<file path="src/rtl/glyph_pkg.sv">
// glyph_pkg
// Shared definitions for the glyph column scanner: scan state encoding,
// default geometry and a few 5-column x 6-row glyph bitmaps for demos and
// benches. Bitmaps are listed leftmost column first, bit 5 is the top row.
package glyph_pkg;

    typedef enum logic {
        IDLE = 1'b0,
        SHOW = 1'b1
    } scan_state_t;

    localparam int DEF_ROWS     = 6;
    localparam int DEF_COLS_MAX = 64;
    localparam int GLYPH_W      = 5;

    localparam logic [DEF_ROWS-1:0] GLYPH_H [GLYPH_W] = '{
        6'b111111, 6'b001000, 6'b001000, 6'b001000, 6'b111111
    };

    localparam logic [DEF_ROWS-1:0] GLYPH_I [GLYPH_W] = '{
        6'b100001, 6'b100001, 6'b111111, 6'b100001, 6'b100001
    };

endpackage

</file>
<file path="src/rtl/glyph_col_mem.sv">
// glyph_col_mem
// COLS_MAX x ROWS column bitmap store with one write port and one
// registered read port. The read register only loads when asked, so the
// displayed word stays frozen while the array underneath is rewritten.
// Ports:
//   clk, rst_n        clock, synchronous active-low reset (read register only)
//   wr_en/addr/data   column write; out-of-range addresses are dropped
//   rd_en, rd_addr    load rd_data from the array
//   rd_clr            force rd_data to zero (wins over rd_en)
//   rd_data           registered column word
module glyph_col_mem
    import glyph_pkg::*;
#(
    parameter int ROWS     = DEF_ROWS,
    parameter int COLS_MAX = DEF_COLS_MAX,
    parameter int AW       = $clog2(COLS_MAX)
) (
    input  logic            clk,
    input  logic            rst_n,
    input  logic            wr_en,
    input  logic [AW-1:0]   wr_addr,
    input  logic [ROWS-1:0] wr_data,
    input  logic            rd_en,
    input  logic            rd_clr,
    input  logic [AW-1:0]   rd_addr,
    output logic [ROWS-1:0] rd_data
);

    logic [ROWS-1:0] mem [COLS_MAX];

    // Array write port; contents deliberately survive reset.
    always_ff @(posedge clk) begin
        if (wr_en && (32'(wr_addr) < COLS_MAX)) begin
            mem[wr_addr] <= wr_data;
        end
    end

    // Read register samples the pre-write array contents, so a write to the
    // column being entered on the same edge shows the old word.
    always_ff @(posedge clk) begin
        if (!rst_n) begin
            rd_data <= '0;
        end else if (rd_clr) begin
            rd_data <= '0;
        end else if (rd_en) begin
            rd_data <= mem[rd_addr];
        end
    end

endmodule

</file>
<file path="src/rtl/glyph_scan_gen.sv">
// glyph_scan_gen
// Scans a stored column bitmap out one column at a time, holding each
// column for a programmable number of cycles, once or in a loop.
// Ports:
//   clk, rst_n        clock, synchronous active-low reset
//   wr_en/addr/data   write a column word into the array (any state)
//   start, stop       begin a scan from IDLE / abort a running scan
//   loop_en, len, hold  scan settings, captured with an accepted start
//   row_out           current column bitmap (registered)
//   col_idx           index of the displayed column
//   active            high while scanning
//   frame_done        one-cycle pulse when a frame completes
//   frame_cnt         frames completed since start, wraps at 256
module glyph_scan_gen
    import glyph_pkg::*;
#(
    parameter int ROWS     = DEF_ROWS,
    parameter int COLS_MAX = DEF_COLS_MAX,
    parameter int AW       = $clog2(COLS_MAX),
    parameter int CW       = $clog2(COLS_MAX + 1),
    parameter int HW       = 8
) (
    input  logic            clk,
    input  logic            rst_n,
    input  logic            wr_en,
    input  logic [AW-1:0]   wr_addr,
    input  logic [ROWS-1:0] wr_data,
    input  logic            start,
    input  logic            stop,
    input  logic            loop_en,
    input  logic [CW-1:0]   len,
    input  logic [HW-1:0]   hold,
    output logic [ROWS-1:0] row_out,
    output logic [AW-1:0]   col_idx,
    output logic            active,
    output logic            frame_done,
    output logic [7:0]      frame_cnt
);

    scan_state_t     state, state_n;
    logic [CW-1:0]   len_q;
    logic [HW-1:0]   hold_q;
    logic            loop_q;
    logic [HW-1:0]   hcnt;

    logic            start_ok;
    logic            expire;
    logic            last_col;
    logic [HW-1:0]   hold_in_eff;
    logic            load_col;
    logic [AW-1:0]   load_addr;
    logic            clear_row;
    logic            frame_end;

    // A start is only honoured with a usable length and no competing stop.
    assign start_ok    = start && !stop && (len != '0) && (len <= CW'(COLS_MAX));
    assign hold_in_eff = (hold == '0) ? HW'(1) : hold;
    // hcnt counts down the remaining cycles of the current column.
    assign expire      = (hcnt == '0);
    assign last_col    = ((CW'(col_idx) + CW'(1)) == len_q);

    // Next-state and column-load decisions. Stop outranks everything in
    // SHOW, including the end of a frame.
    always_comb begin
        state_n   = state;
        load_col  = 1'b0;
        load_addr = '0;
        clear_row = 1'b0;
        frame_end = 1'b0;
        case (state)
            IDLE: begin
                if (start_ok) begin
                    state_n  = SHOW;
                    load_col = 1'b1;
                end
            end
            SHOW: begin
                if (stop) begin
                    state_n   = IDLE;
                    clear_row = 1'b1;
                end else if (expire) begin
                    if (last_col) begin
                        frame_end = 1'b1;
                        if (loop_q) begin
                            load_col = 1'b1;
                        end else begin
                            state_n   = IDLE;
                            clear_row = 1'b1;
                        end
                    end else begin
                        load_col  = 1'b1;
                        load_addr = col_idx + AW'(1);
                    end
                end
            end
            default: begin
                state_n   = IDLE;
                clear_row = 1'b1;
            end
        endcase
    end

    // State register.
    always_ff @(posedge clk) begin
        if (!rst_n) begin
            state <= IDLE;
        end else begin
            state <= state_n;
        end
    end

    // Scan datapath: captured settings, hold countdown, column index and
    // frame accounting. On start the hold reload comes straight from the
    // input because the captured copy is not valid until the next cycle.
    always_ff @(posedge clk) begin
        if (!rst_n) begin
            len_q      <= '0;
            hold_q     <= HW'(1);
            loop_q     <= 1'b0;
            hcnt       <= '0;
            col_idx    <= '0;
            active     <= 1'b0;
            frame_done <= 1'b0;
            frame_cnt  <= '0;
        end else begin
            frame_done <= frame_end;
            active     <= (state_n == SHOW);

            if (state == IDLE && start_ok) begin
                len_q     <= len;
                hold_q    <= hold_in_eff;
                loop_q    <= loop_en;
                frame_cnt <= '0;
            end else if (frame_end) begin
                frame_cnt <= frame_cnt + 8'd1;
            end

            if (load_col) begin
                col_idx <= load_addr;
                hcnt    <= (state == IDLE) ? (hold_in_eff - HW'(1)) : (hold_q - HW'(1));
            end else if (clear_row) begin
                col_idx <= '0;
                hcnt    <= '0;
            end else if (state == SHOW) begin
                hcnt <= hcnt - HW'(1);
            end
        end
    end

    glyph_col_mem #(
        .ROWS     (ROWS),
        .COLS_MAX (COLS_MAX),
        .AW       (AW)
    ) u_mem (
        .clk     (clk),
        .rst_n   (rst_n),
        .wr_en   (wr_en),
        .wr_addr (wr_addr),
        .wr_data (wr_data),
        .rd_en   (load_col),
        .rd_clr  (clear_row),
        .rd_addr (load_addr),
        .rd_data (row_out)
    );

endmodule

</file>
<file path="config.mk">
export PLATFORM = sky130hd
export DESIGN_NAME = glyph_scan_gen
export DESIGN_NICKNAME = d
export VERILOG_FILES = /design/src/rtl/glyph_pkg.sv /design/src/rtl/glyph_col_mem.sv /design/src/rtl/glyph_scan_gen.sv
export SDC_FILE = /design/constraint.sdc
export NUM_CORES = 1
export LEC_CHECK = 0
export CAP_MARGIN = 20
export CORE_MARGIN = 10
export CORE_UTILIZATION = 35
export CTS_CLUSTER_SIZE = 10
export DETAILED_ROUTE_END_ITERATION = 6
export GPL_TIMING_DRIVEN = 0
export PLACE_DENSITY_LB_ADDON = 0.3
export REMOVE_ABC_BUFFERS = 1
export SETUP_SLACK_MARGIN = 0.1
export SLEW_MARGIN = 20
export SYNTH_ARGS = -nofsm -noshare
export SYNTH_HDL_FRONTEND = slang
export SYNTH_SLANG_ARGS = --single-unit
export TNS_END_PERCENT = 30
</file>
<file path="constraint.sdc">
create_clock -name clk -period 4.35 [get_ports clk]
set_input_delay 0.87 -clock clk [delete_from_list [all_inputs] [get_ports clk]]
set_output_delay 0.87 -clock clk [all_outputs]
set_load 0.01 [all_outputs]
</file>
==> impl_metrics.xml <==
<?xml version="1.0" encoding="UTF-8"?>
<metrics>
  <group name="global_route">
    <metric name="grt_pass1_vias" unit="">10300</metric>
    <metric name="grt_max_degree" unit="">65</metric>
    <metric name="first_pass_grt_wire_length" unit="mm">65.3</metric>
    <metric name="globalRoute.totalOverflow" unit="">0</metric>
    <metric name="globalRouteTotalUtil" unit="%">14.1</metric>
    <metric name="grt_antenna_before_repair" unit="">0</metric>
  </group>
  <group name="detailed_routing">
    <metric name="num_vias" unit="">10400</metric>
    <metric name="vias_per_cell" unit="">5.38</metric>
    <metric name="post-route-drc-count" unit="">0</metric>
    <metric name="wl_per_cell" unit="µm">22.4</metric>
    <metric name="firstDrtPassIters" unit="">5</metric>
    <metric name="drt-initial-drc-count" unit="">807</metric>
    <metric name="antenna_violating_nets_post_route" unit="">0</metric>
    <metric name="postRouteWirelength" unit="mm">43.4</metric>
  </group>
  <group name="run">
    <metric name="max-cap-violations" unit="">0</metric>
  </group>
  <group name="floorplanning">
    <metric name="dieHeight" unit="µm">246</metric>
    <metric name="design.core.area" unit="µm²">50300</metric>
    <metric name="horiz_die_dim" unit="µm">246</metric>
    <metric name="ioPinCount" unit="">55</metric>
    <metric name="rows" unit="">82</metric>
    <metric name="die_area" unit="µm²">60500</metric>
    <metric name="floorplan.initialDensity" unit="%">35.5</metric>
  </group>
  <group name="logic_synthesis">
    <metric name="synth.ff_latch_count" unit="">430</metric>
    <metric name="syn-instance-count" unit="">1182</metric>
    <metric name="post_synth_instance_area" unit="µm²">17900</metric>
    <metric name="yosysTopAreaCellShare" unit="%">64.6</metric>
    <metric name="synth_flop_cell" unit="">edfxtp_1</metric>
    <metric name="yosys_warnings" unit="">0</metric>
    <metric name="synth.lib_cells_used.distinct" unit="">67</metric>
    <metric name="most_frequent_cells_after_synthesis" unit="">edfxtp_1 (384), nor2_1 (119), nand2_1 (97)</metric>
    <metric name="post-synth-top-count-cell" unit="">edfxtp_1</metric>
    <metric name="yosys-top-cells-area" unit="">edfxtp_1 (65%), mux4_2 (7.9%), dfxtp_1 (5.2%), nor2_1 (2.5%), mux2i_1 (2.5%)</metric>
    <metric name="synth_enable_flop_cells" unit="">384</metric>
    <metric name="most_area_hungry_cell_type_in_the_yosys_netlist" unit="">edfxtp_1</metric>
    <metric name="synth_sequential_area_ratio" unit="%">69.7</metric>
    <metric name="synth.avg_cell_area" unit="µm²">15.1</metric>
    <metric name="ys_async_sr_fraction" unit="%">0</metric>
  </group>
  <group name="finish">
    <metric name="n_fill_cell" unit="">4597</metric>
    <metric name="utilization" unit="%">41.2</metric>
    <metric name="drive_above_1_share" unit="%">13.5</metric>
    <metric name="nNetsFinal" unit="">1272</metric>
    <metric name="areaGrowthSynthToFinish" unit="%">15.8</metric>
    <metric name="antennaDiodeCount" unit="">0</metric>
  </group>
  <group name="critical_path">
    <metric name="critPathRequiredTime" unit="ns">4.82</metric>
    <metric name="r2r.worst_path.cells" unit="">8</metric>
    <metric name="timing.critical_path.from_type" unit="">flip-flop</metric>
    <metric name="worstPathArrival" unit="ns">4.53</metric>
    <metric name="setup_slack_on_the_worst_flop_to_flop_path" unit="ns">0.29</metric>
    <metric name="regToRegEndpoint" unit="">u_mem.rd_data[5]$_SDFFE_PP0P_</metric>
    <metric name="critical_path.reg2reg.startpoint" unit="">active$_SDFF_PN0_</metric>
    <metric name="cp_max_fo" unit="">24</metric>
    <metric name="worstSetupPathType" unit="">flip-flop to flip-flop</metric>
    <metric name="crit_path_end_kind" unit="">flip-flop</metric>
  </group>
  <group name="hold_path">
    <metric name="holdCritStartpoint" unit="">hold_q[1]$_SDFFE_PN0P_</metric>
    <metric name="hold-path-cell-count" unit="">2</metric>
    <metric name="hold-path-endpoint" unit="">hold_q[1]$_SDFFE_PN0P_</metric>
    <metric name="min-delay-path-class" unit="">flip-flop to flip-flop</metric>
  </group>
  <group name="clocking">
    <metric name="h_tree_levels" unit="">2</metric>
    <metric name="clock_pin_slew_worst_setup_and_hold_paths" unit="ns">0.06</metric>
    <metric name="ctsLongestPathBuffers" unit="">3</metric>
    <metric name="clkSinkCount" unit="">430</metric>
    <metric name="cts-root-buf" unit="">clkbuf_16</metric>
    <metric name="cts_tree" unit="">yes</metric>
    <metric name="cts_buffers" unit="">49</metric>
    <metric name="total_setup_buffers_inserted_after_cts" unit="">0</metric>
    <metric name="clk-insertion-delay-late" unit="ns">0.60</metric>
  </group>
  <group name="place">
    <metric name="global_placement_routability_congestion" unit="">0.796</metric>
    <metric name="hpwl" unit="mm">27.9</metric>
    <metric name="buffer_ports.inserted" unit="">54</metric>
  </group>
  <group name="power">
    <metric name="peakVddDrop" unit="V">0.000372</metric>
    <metric name="post-layout-total-power" unit="W">0.00873</metric>
    <metric name="static-leakage-power" unit="nW">6.21</metric>
    <metric name="p_per_area" unit="nW/µm²">422</metric>
  </group>
  <group name="timing">
    <metric name="worstMarginPinSlew" unit="ns">1.08</metric>
    <metric name="finalCritPeriodShare" unit="%">93.2</metric>
    <metric name="final_hold_viol_count" unit="">0</metric>
    <metric name="grt_setup_unrepaired" unit="">yes</metric>
    <metric name="fin_skew" unit="ns">0.0228</metric>
    <metric name="slew_headroom" unit="%">27.7</metric>
    <metric name="min_period" unit="ns">4.06</metric>
    <metric name="fmax" unit="GHz">0.247</metric>
    <metric name="timing_max_transition_violations_final" unit="">0</metric>
    <metric name="report.final.setup_viol" unit="">0</metric>
  </group>
  <group name="run_status">
    <metric name="outcome" unit="">completed</metric>
  </group>
</metrics>
## cell families after synthesis
group | after synthesis | share of synthesized area [%]
muxes | 115 | 10.9
DFF | 430 | 69.7
buffers and inverters | 77 | 1.90
xor gates and xnor gates | 32 | 1.61
adders and majority gates | 4 | 0.280
AOI/OAI and AO/OA | 197 | 7.24
and+or+nand+nor | 327 | 8.36
## worst max path at each step
| stage | start | end | slack, ns | cells past startpoint |
|---|---|---|---|---|
| 2_1_floorplan | col_idx[0]$_SDFFE_PN0P_ | u_mem.rd_data[3]$_SDFFE_PP0P_ | -4.09 | 7 |
| 3_3_place_gp | col_idx[0]$_SDFFE_PN0P_ | u_mem.rd_data[5]$_SDFFE_PP0P_ | -8.65 | 8 |
| 3_5_place_dp | stop | u_mem.rd_data[5]$_SDFFE_PP0P_ | -0.56 | 9 |
| 4_1_cts | col_idx[0]$_SDFFE_PN0P_ | u_mem.rd_data[2]$_SDFFE_PP0P_ | 0.19 | 9 |
| 5_1_grt | active$_SDFF_PN0_ | u_mem.rd_data[5]$_SDFFE_PP0P_ | 0.02 | 8 |
| 6_report | active$_SDFF_PN0_ | u_mem.rd_data[5]$_SDFFE_PP0P_ | 0.29 | 8 |
## metal layers
layer	routed length [µm]	track usage [%]	vias up
met5	0	0	-
met4	1000	4.70	0
met3	2660	2.91	64
met2	19800	21.7	293
met1	20000	19.7	5341
li1	-	-	4717
## final cells by class
type	count	area [µm²]	area share, %
sequential	430	12500	60.2
multi-input combinational	675	5160	24.9
clock buffer	75	1320	6.40
tap	672	841	4.06
timing repair buffer	70	796	3.85
clock inverter	6	81.3	0.393
inverter	9	33.8	0.163
## stage by stage
stage | setup WS (ns) | setup TNS [ns] | instance area (µm²) | std cells | hold WS, ns
CTS | 0.193 | 0 | 20700 | 1936 | 0.461
floorplan | -4.09 | -97.29 | 17600 | 1114 | 0.436
global route | 0.0195 | 0 | 20700 | 1937 | 0.509
finish | 0.294 | 0 | 20700 | 1937 | 0.463
detailed placement | -0.564 | -2.66 | 19200 | 1855 | 0.452
global placement | -8.65 | -214.43 | 18900 | 1840 | 0.442
## sequential cells by signal, indices dropped and copies added (netlist names)
| name | count |
|---|---|
| u_mem.mem | 384 |
| frame_cnt | 8 |
| hcnt | 8 |
| hold_q | 8 |
| len_q | 7 |
| col_idx | 6 |
| u_mem.rd_data | 6 |
| active | 1 |
| frame_done | 1 |
| loop_q | 1 |
## where the power goes
| group | leakage [nW] | internal, W | switching [W] |
|---|---|---|---|
| registers | 3.83 | 0.00453 | 0.0000304 |
| logic | 1.71 | 0.000177 | 0.000283 |
| clock network | 0.674 | 0.00209 | 0.00161 |
| total | 6.21 | 0.00681 | 0.00192 |
## layout by cell type, fill, tap and decap left out, drive strengths merged, types with 7 or more instances in the layout
| master | Yosys | layout |
|---|---|---|
| o211ai | 11 | 11 |
| nand2b | 9 | 9 |
| dfxtp | 46 | 46 |
| clkdlybuf4s50 | 0 | 48 |
| nand2 | 97 | 97 |
| mux4 | 63 | 63 |
| mux2i | 44 | 44 |
| o22ai | 27 | 27 |
| nor3 | 20 | 20 |
| o21ai | 32 | 32 |
| edfxtp | 384 | 384 |
| xnor2 | 17 | 17 |
| xor2 | 15 | 15 |
| clkbuf | 34 | 75 |
| a31oi | 13 | 13 |
| a221oi | 8 | 8 |
| or3 | 10 | 10 |
| mux2 | 8 | 8 |
| a21oi | 59 | 59 |
| nand4 | 7 | 7 |
| inv | 9 | 10 |
| buf | 34 | 22 |
| and3 | 7 | 7 |
| nor2 | 120 | 120 |
| nand3 | 29 | 29 |
| nor4 | 9 | 9 |
## repair_timing
action / 4_1_cts / 5_1_grt
setup endpoints to repair: 6 / 2
gates resized for setup: 2 / 1
hold buffers: 0 / 0
pin swaps: 1 / 0
## worst max-delay path, cell delays in order, from the launching register on
cell and delay (ns):
dfxtp_1 0.80, and2b_1 0.34, and3_1 0.89, o31ai_4 0.41, buf_8 0.28, nor4_2 0.58, a31oi_1 0.32, nand4_1 0.25
a31oi_1 0.06
Power figures use the tool's default switching activity.
